### src/rtl/apb_mem_pkg.sv
// Shared types and constants for the APB-style memory responder.
package apb_mem_pkg;

  localparam int unsigned DEF_WIDTH      = 16;
  localparam int unsigned DEF_ADDR_WIDTH = 4;
  localparam int unsigned CNT_W          = 8;

  typedef enum logic [1:0] {
    IDLE = 2'd0,
    WAIT = 2'd1,
    RESP = 2'd2
  } state_e;

endpackage

### src/rtl/apb_mem_array.sv
// Word storage: synchronous write, combinational read, cleared on reset.
module apb_mem_array
  import apb_mem_pkg::*;
#(
  parameter int unsigned WIDTH      = DEF_WIDTH,
  parameter int unsigned ADDR_WIDTH = DEF_ADDR_WIDTH
) (
  input  logic                  clk_i,
  input  logic                  rst_ni,
  input  logic                  we_i,
  input  logic [ADDR_WIDTH-1:0] waddr_i,
  input  logic [WIDTH-1:0]      wdata_i,
  input  logic [ADDR_WIDTH-1:0] raddr_i,
  output logic [WIDTH-1:0]      rdata_o
);

  localparam int DEPTH = 2 ** ADDR_WIDTH;

  logic [WIDTH-1:0] mem_q [DEPTH];

  // Clear every word on reset, otherwise write the addressed word.
  always_ff @(posedge clk_i or negedge rst_ni) begin
    if (!rst_ni) begin
      for (int i = 0; i < DEPTH; i++) mem_q[i] <= '0;
    end else if (we_i) begin
      mem_q[waddr_i] <= wdata_i;
    end
  end

  assign rdata_o = mem_q[raddr_i];

endmodule

### src/rtl/apb_mem_responder.sv
// Memory responder with wait states and completion counters.
// Build option: define APB_MEM_WAIT_EN to insert WAIT_CYCLES wait states;
// without it a request goes straight from IDLE to RESP.
module apb_mem_responder
  import apb_mem_pkg::*;
#(
  parameter int unsigned WIDTH       = DEF_WIDTH,
  parameter int unsigned ADDR_WIDTH  = DEF_ADDR_WIDTH,
  parameter int unsigned WAIT_CYCLES = 2
) (
  input  logic                  clk_i,
  input  logic                  rst_ni,
  input  logic [ADDR_WIDTH-1:0] addr_i,
  input  logic [WIDTH-1:0]      wdata_i,
  input  logic                  wr_rd_i,
  input  logic                  valid_i,
  output logic                  ready_o,
  output logic [WIDTH-1:0]      rdata_o,
  output logic [CNT_W-1:0]      wr_count_o,
  output logic [CNT_W-1:0]      rd_count_o
);

`ifdef APB_MEM_WAIT_EN
  localparam bit USE_WAIT = (WAIT_CYCLES != 0);
`else
  // WAIT_CYCLES has no effect in this build.
  localparam bit USE_WAIT = 1'b0 && (WAIT_CYCLES != 0);
`endif

  state_e                state_q, state_d;
  logic [ADDR_WIDTH-1:0] addr_q, req_addr;
  logic [WIDTH-1:0]      wdata_q, rdata_q, mem_rdata;
  logic                  wr_q, req_wr;
  logic                  ready_q, ready_d;
  logic [CNT_W-1:0]      wr_cnt_q, rd_cnt_q;
  logic                  accept, wait_done, mem_we, rd_load;

  assign accept   = (state_q == IDLE) && valid_i;
  // In IDLE the request is still on the inputs; afterwards use the capture.
  assign req_addr = (state_q == IDLE) ? addr_i  : addr_q;
  assign req_wr   = (state_q == IDLE) ? wr_rd_i : wr_q;

  if (USE_WAIT) begin : g_wait
    localparam int unsigned CW = (WAIT_CYCLES > 1) ? $clog2(WAIT_CYCLES) : 1;
    logic [CW-1:0] cnt_q, cnt_d;

    // Load on acceptance, count down while waiting.
    always_comb begin
      cnt_d = cnt_q;
      if (accept)                                cnt_d = CW'(WAIT_CYCLES - 1);
      else if (state_q == WAIT && cnt_q != '0)   cnt_d = cnt_q - CW'(1);
    end

    // Wait counter register.
    always_ff @(posedge clk_i or negedge rst_ni) begin
      if (!rst_ni) cnt_q <= '0;
      else         cnt_q <= cnt_d;
    end

    assign wait_done = (cnt_q == '0);
  end else begin : g_no_wait
    assign wait_done = 1'b1;
  end

  // FSM state register.
  always_ff @(posedge clk_i or negedge rst_ni) begin
    if (!rst_ni) state_q <= IDLE;
    else         state_q <= state_d;
  end

  // FSM next state; dropping valid while waiting aborts the request.
  always_comb begin
    state_d = state_q;
    case (state_q)
      IDLE:    if (valid_i) state_d = USE_WAIT ? WAIT : RESP;
      WAIT:    if (!valid_i) state_d = IDLE;
               else if (wait_done) state_d = RESP;
      RESP:    state_d = IDLE;
      default: state_d = IDLE;
    endcase
  end

  // FSM outputs: ready for the RESP cycle, commit on RESP exit.
  always_comb begin
    ready_d = (state_d == RESP);
    mem_we  = (state_q == RESP) && wr_q;
    rd_load = (state_q != RESP) && (state_d == RESP) && !req_wr;
  end

  // Capture request fields at the accepting edge.
  always_ff @(posedge clk_i or negedge rst_ni) begin
    if (!rst_ni) begin
      addr_q  <= '0;
      wdata_q <= '0;
      wr_q    <= 1'b0;
    end else if (accept) begin
      addr_q  <= addr_i;
      wdata_q <= wdata_i;
      wr_q    <= wr_rd_i;
    end
  end

  // Registered ready/rdata and completion counters.
  always_ff @(posedge clk_i or negedge rst_ni) begin
    if (!rst_ni) begin
      ready_q  <= 1'b0;
      rdata_q  <= '0;
      wr_cnt_q <= '0;
      rd_cnt_q <= '0;
    end else begin
      ready_q <= ready_d;
      if (rd_load) rdata_q <= mem_rdata;
      if (state_q == RESP) begin
        if (wr_q) wr_cnt_q <= wr_cnt_q + CNT_W'(1);
        else      rd_cnt_q <= rd_cnt_q + CNT_W'(1);
      end
    end
  end

  apb_mem_array #(
    .WIDTH      (WIDTH),
    .ADDR_WIDTH (ADDR_WIDTH)
  ) u_mem (
    .clk_i   (clk_i),
    .rst_ni  (rst_ni),
    .we_i    (mem_we),
    .waddr_i (addr_q),
    .wdata_i (wdata_q),
    .raddr_i (req_addr),
    .rdata_o (mem_rdata)
  );

  assign ready_o    = ready_q;
  assign rdata_o    = rdata_q;
  assign wr_count_o = wr_cnt_q;
  assign rd_count_o = rd_cnt_q;

endmodule

### config.mk
export PLATFORM = sky130hd
export DESIGN_NAME = apb_mem_responder
export DESIGN_NICKNAME = d
export VERILOG_FILES = /design/src/rtl/apb_mem_pkg.sv /design/src/rtl/apb_mem_array.sv /design/src/rtl/apb_mem_responder.sv
export SDC_FILE = /design/constraint.sdc
export NUM_CORES = 1
export LEC_CHECK = 0
export CAP_MARGIN = 20
export CORE_MARGIN = 5
export CORE_UTILIZATION = 52
export DETAILED_ROUTE_END_ITERATION = 6
export DONT_BUFFER_PORTS = 1
export PLACE_DENSITY = 0.67
export SETUP_SLACK_MARGIN = 0.4
export SLEW_MARGIN = 15
export SYNTH_ARGS = -nofsm -noshare
export SYNTH_HDL_FRONTEND = slang
export SYNTH_SLANG_ARGS = --single-unit
### constraint.sdc
create_clock -name clk_i -period 7.15 [get_ports clk_i]
set_clock_uncertainty 0.2 [all_clocks]
set_input_delay 1.43 -clock clk_i [delete_from_list [all_inputs] [get_ports clk_i]]
set_output_delay 1.43 -clock clk_i [all_outputs]
set_load 0.02 [all_outputs]
Word-level counts from Yosys, hierarchy flattened
Cells that the tools add are included.
{"block": "totals", "regBits": 312, "latch_bits": 0, "mem_bits_rw": 0, "mem_bits_ro": 0, "inputBits": 24, "output_inout_bits": 33, "mem_count": 0}
{"block": "classes", "add_sub_neg": 2, "n_mul": 0, "div": 0, "magnitude_cmp": 3, "n_eq_ne": 4, "shifts": 0, "muxes": 11, "n_bitwise": 3, "reduce_logical": 9}
{"op": "$bwmux 256", "count": 1}
{"op": "$bmux 16 s4", "count": 1}
{"op": "$demux 16 s4", "count": 1}
{"op": "$mux 16", "count": 3}
{"op": "$add 8x1->8 const B", "count": 2}
{"op": "$ge 5x5->1 const B", "count": 2}
{"op": "$not 4->5", "count": 2}
{"op": "$logic_and 1x1->1", "count": 5}
{"op": "$lt 5x1->1 const B", "count": 1}
{"op": "$eq 2x2->1 const B", "count": 2}
{"op": "$mux 2", "count": 2}
{"op": "$mux 4", "count": 1}
{"op": "$pmux 2 s2", "count": 1}
{"op": "$reduce_and 2->1", "count": 2}
{"op": "$eq 2x1->1 const B", "count": 1}
{"op": "$logic_not 2->1", "count": 1}
{"op": "$ne 2x2->1 const B", "count": 1}
{"op": "$logic_not 1->1", "count": 1}
{"op": "$mux 1", "count": 1}
{"op": "$not 1->1", "count": 1}

Longest topological paths before layout
{"block": "depth", "word_depth": 6, "ltp_mapped": 9}

Hierarchy
A second synthesis with hierarchy kept.
{"block": "hier_totals", "cells_unflattened": 856, "area_unflattened_um2": 13872.1}
{"mod": "apb_mem_array", "n_inst": 1, "cells_each": 712, "area_each_um2": 11607.4, "seq_area_each_um2": 6406.1}
{"mod": "apb_mem_responder", "n_inst": 1, "cells_each": 144, "area_each_um2": 2264.7, "seq_area_each_um2": 1401.3}

Worst setup path before layout
OpenSTA, ideal clock, no wires.
{"block": "synth_timing", "kind": "in2reg", "start": "in addr_i[1]", "end": "reg rdata_q[8], in the netlist rdata_o[8]", "setup_ns": 0.088, "arrival_ns": 2.967, "t_required_ns": 6.862, "setup_slack_ns": 3.895, "stages": 9, "cell_sequence": "buf_2 or3b_1 buf_4 nand2_8 buf_6 buf_6 a211oi_1 a2111o_1 o211ai_1"}
{"block": "synth_via", "elab_chain_cells": 5}
{"item": "start: declaration", "line": "apb_mem_responder.sv:13", "source": "input logic [ADDR_WIDTH-1:0] addr_i,"}
{"item": "$mux 4", "line": "apb_mem_responder.sv:40", "source": "assign req_addr = (state_q == IDLE) ? addr_i : addr_q;"}
{"item": "$not 4->5 (implied by the code)", "line": "apb_mem_array.sv:30", "source": "assign rdata_o = mem_q[raddr_i];"}
{"item": "$bmux 16 s4", "line": "apb_mem_array.sv:30"}
{"item": "$mux 16 (implied by the code) (2 in series)", "line": "apb_mem_array.sv:30"}
{"item": "end signal: assignment", "line": "apb_mem_responder.sv:112", "source": "if (rd_load) rdata_q <= mem_rdata;"}
{"item": "end: declaration", "line": "apb_mem_responder.sv:32", "source": "logic [WIDTH-1:0] wdata_q, rdata_q, mem_rdata;"}
Every way passes these cells. The select of a mux whose other input is x is not followed.
A chain may end at the register's enable or synchronous reset.

Final worst setup path
{"block": "layout_timing", "start": "in valid_i", "end": "reg rdata_q[9], in the netlist rdata_o[9]"}
{"block": "layout_via", "elab_chain_cells": 5}
{"item": "start: declaration", "line": "apb_mem_responder.sv:16", "source": "input logic valid_i,"}
{"item": "$mux 2, on equally long branches", "line": "apb_mem_responder.sv:75, apb_mem_responder.sv:76"}
{"item": "$pmux 2 s2 *", "line": "apb_mem_responder.sv:74", "source": "case (state_q)"}
{"item": "$eq 2x2->1 *", "line": "apb_mem_responder.sv:87", "source": "rd_load = (state_q != RESP) && (state_d == RESP) && !req_wr;"}
{"item": "$logic_and 1x1->1 * (2 in series)", "line": "apb_mem_responder.sv:87"}
Mark *: on every way between the ends. The rest lies on a longest branch, timed or not.

==> run metrics <==
sequential-to-total area share from yosys stat 0.525; startpoint types primary input; area grow syn2layout 9.27%; setup violators final 0; largest family of logic cells by synthesized area multiplexers; Synth Area in Compound Gates 0.0768; Syn Inst Count around 1100; # port buffers 0; outcome finished, final reports clean; grt total ovfl 0; Hold Startpoint u_mem.mem_q[176]$_DFFE_PN0P_; PostCTS Resize Cnt 0; worst-margin pin slew 1.11 ns; commonest cells after routing, fill and taps aside dfrtp_1 (311), mux2_2 (275), mux2i_1 (94); Critical Path RT 7.33 ns; drt wl/cell 24.0 um; Top FF cell, synth dfrtp_1; via count 9225; Critical Path Fanout Max 17; Worst-path clk slew 0.06 ns; antenna viol nets, final 0; critical path class primary input to flop; max_cap viols 0; syn_nets between 1000 and 1500; die width 179 um; Worst Path Arrival 3.81 ns; post-layout min period between 3 and 4 ns; Yosys reg bits 312; Pwr Density 329 nW/um2; CTS tree done; Ports 57; Post-synth EDFFs 0; clk_lat worst skew ~0.51 ns; adder-cell share of the synthesized area 0.00168; starting density of the core 0.523; period utilisation layout 0.507; initial antenna violation count 0; site row count 62; worst reg2reg startpoint state_q[0]$_DFF_PN0_; worst hold path type flop to flop; Post-CTS Hold Buffers 0; crit path cell chain nor2b_1 > nand2_1 > or2_1 > o41a_1 > o31ai_1; Vias/cell 6.12; Slew Viols, Final 0; clock buffer count from CTS 35; multiplexer share of the synthesized area 0.284; commonest non-fill, non-tap cell in the layout dfrtp_1; dpl hpwl 20.6 mm; Setup WS pre-CTS 3.08 ns; Peak VDD IR 0.298 mV; layout cells sized above 1 0.336; first-pass GRT wire length around 56 mm; synthesized area 14900 um2; Slew HR 0.262; crit-path max cell delay 0.86 ns; element type at the critical path end flop; slowest CP cell or2_1; Synth Area per Inst between 10 and 15 um2; Routed Wire Length between 30 and 40 mm; Vert. Die Dim 179 um; CTS max path bufs 3; setup_tns 0 ns; Core Region 28500 um2; vias in the first global route roughly 9300; Peak Freq approximately 280 MHz; drt first pass iters 5; gpl congestion 0.756; Die Area 32100 um2; Leak Pwr 7.87 nW; diode count 0; pin count of the biggest net entering global routing between 300 and 400; xor and xnor area share after synthesis 0.00824; Async S/R FF share, synth 1.00; # nets final 1126; final setup margin 3.52 ns; First DRT Iteration DRCs 705; DRC 0; RSZ-0062 raised after global routing no; Setup Buffers After CTS 0; crit path from valid_i; warnings from Yosys 0; clock sink total 312; htree depth 2; number of distinct library cells after synthesis 46; Post-Synth Simple-Gate Area 0.0717; GR Util All Layers 0.228; Fin. Hold Viols 0; Root Buffer clkbuf_16; fill cell count 2370
-- synthesized netlist by cell type, types with 2 or more instances --
master	number	area, um2
o211ai_2	7	87.6
inv_1	2	7.51
o31ai_1	5	37.5
buf_6	5	56.3
nor4b_1	2	17.5
or2_1	2	12.5
nand2_1	35	131
buf_2	39	195
nand4_1	2	12.5
mux2i_1	94	941
o32ai_1	16	140
buf_1	2	7.51
o211ai_1	5	37.5
nand3_1	8	40.0
o41a_1	4	45.0
xnor2_1	9	78.8
a211oi_1	68	510
clkbuf_1	41	154
nor3_2	2	20.0
a31oi_4	3	63.8
nor2_2	7	43.8
o21ai_0	2	10.0
ha_1	2	25.0
nor2b_1	3	18.8
a2111o_1	12	135
mux2_1	17	191
o22ai_1	8	50.1
and3_1	72	450
nor2_1	37	139
mux2_2	275	3100
buf_4	8	60.1
dfrtp_1	312	7810
or4_1	13	97.6
xor2_1	5	43.8
-- sequential cells by signal, summed over array words and instances, names as in the netlist --
register and flops:
wr_count_o 8, rd_count_o 8, wdata_q 16, rdata_o 16, wr_q 1, u_mem.mem_q 256
addr_q 4, ready_o 1, state_q 2
-- where the power goes --
part / internal, W / leakage (nW) / switching, W
Combinational: 0.000520 / 3.11 / 0.000425
Clock: 0.00107 / 0.571 / 0.000724
Sequential: 0.00217 / 4.18 / 0.000442
-- per-stage QoR --
stage	std cells	power (W)	util	area [um2]	hold slack, ns
global placement	1441	0.00354	0.527	15000	0.260
finish	1508	0.00535	0.571	16300	0.280
CTS	1505	0.00539	0.569	16200	0.281
global route	1508	0.00560	0.571	16300	0.299
floorplan	1136	0.00329	-	14900	0.249
detailed placement	1444	0.00358	0.529	15100	0.267
-- path summary, 6_finish.rpt --
check | to | cells after the start | slack [ns]
max in group asynchronous | u_mem.mem_q[91]$_DFFE_PN0P_ | 0 | 5.62
worst min register to register | u_mem.mem_q[176]$_DFFE_PN0P_ | 1 | 0.28
min in group asynchronous | wdata_q[4]$_DFFE_PN0P_ | 0 | 0.42
worst max-delay path | rdata_o[9]$_DFFE_PN0P_ | 5 | 3.52
worst min-delay path | u_mem.mem_q[176]$_DFFE_PN0P_ | 1 | 0.28
worst max register to register | rdata_o[9]$_DFFE_PN0P_ | 5 | 3.72
-- area by class of cell --
type                            instances  area (um2)  share of cell area
Inverter                                2        7.51            0.000462
Timing Repair Buffer                   22         219              0.0135
Sequential cell                       312        7810               0.480
Tap cell                              384         480              0.0296
Clock buffer                           45         973              0.0599
Multi-Input combinational cell        727        6600               0.406
Clock inverter                         16         168              0.0103
-- layer usage --
layer,routed length [um],vias to the layer above,part of all wire,global-route usage
met5,0,-,0,0
met1,16300,4835,0.45,0.320
met2,17200,220,0.47,0.369
met4,634,0,0.017,0.0533
met3,2160,45,0.059,0.0445
li1,-,4125,-,-
-- cells by family (layout without fill, tap and decap cells) --
logic type	Yosys count	in the layout
AOI/OAI and AO/OA	132	132
xor gates and xnor gates	14	14
adders and majority gates	2	2
buffers and inverters	97	85
DFF	312	312
muxes	386	386
other	1	1
and+or+nand+nor	192	192
-- critical path: cells and delay by family --
kind | cells | cell delay, ns
AOI/OAI and AO/OA | 2 | 0.69
and+or+nand+nor | 3 | 1.68
Note: power is estimated with default switching activity, not from simulation.
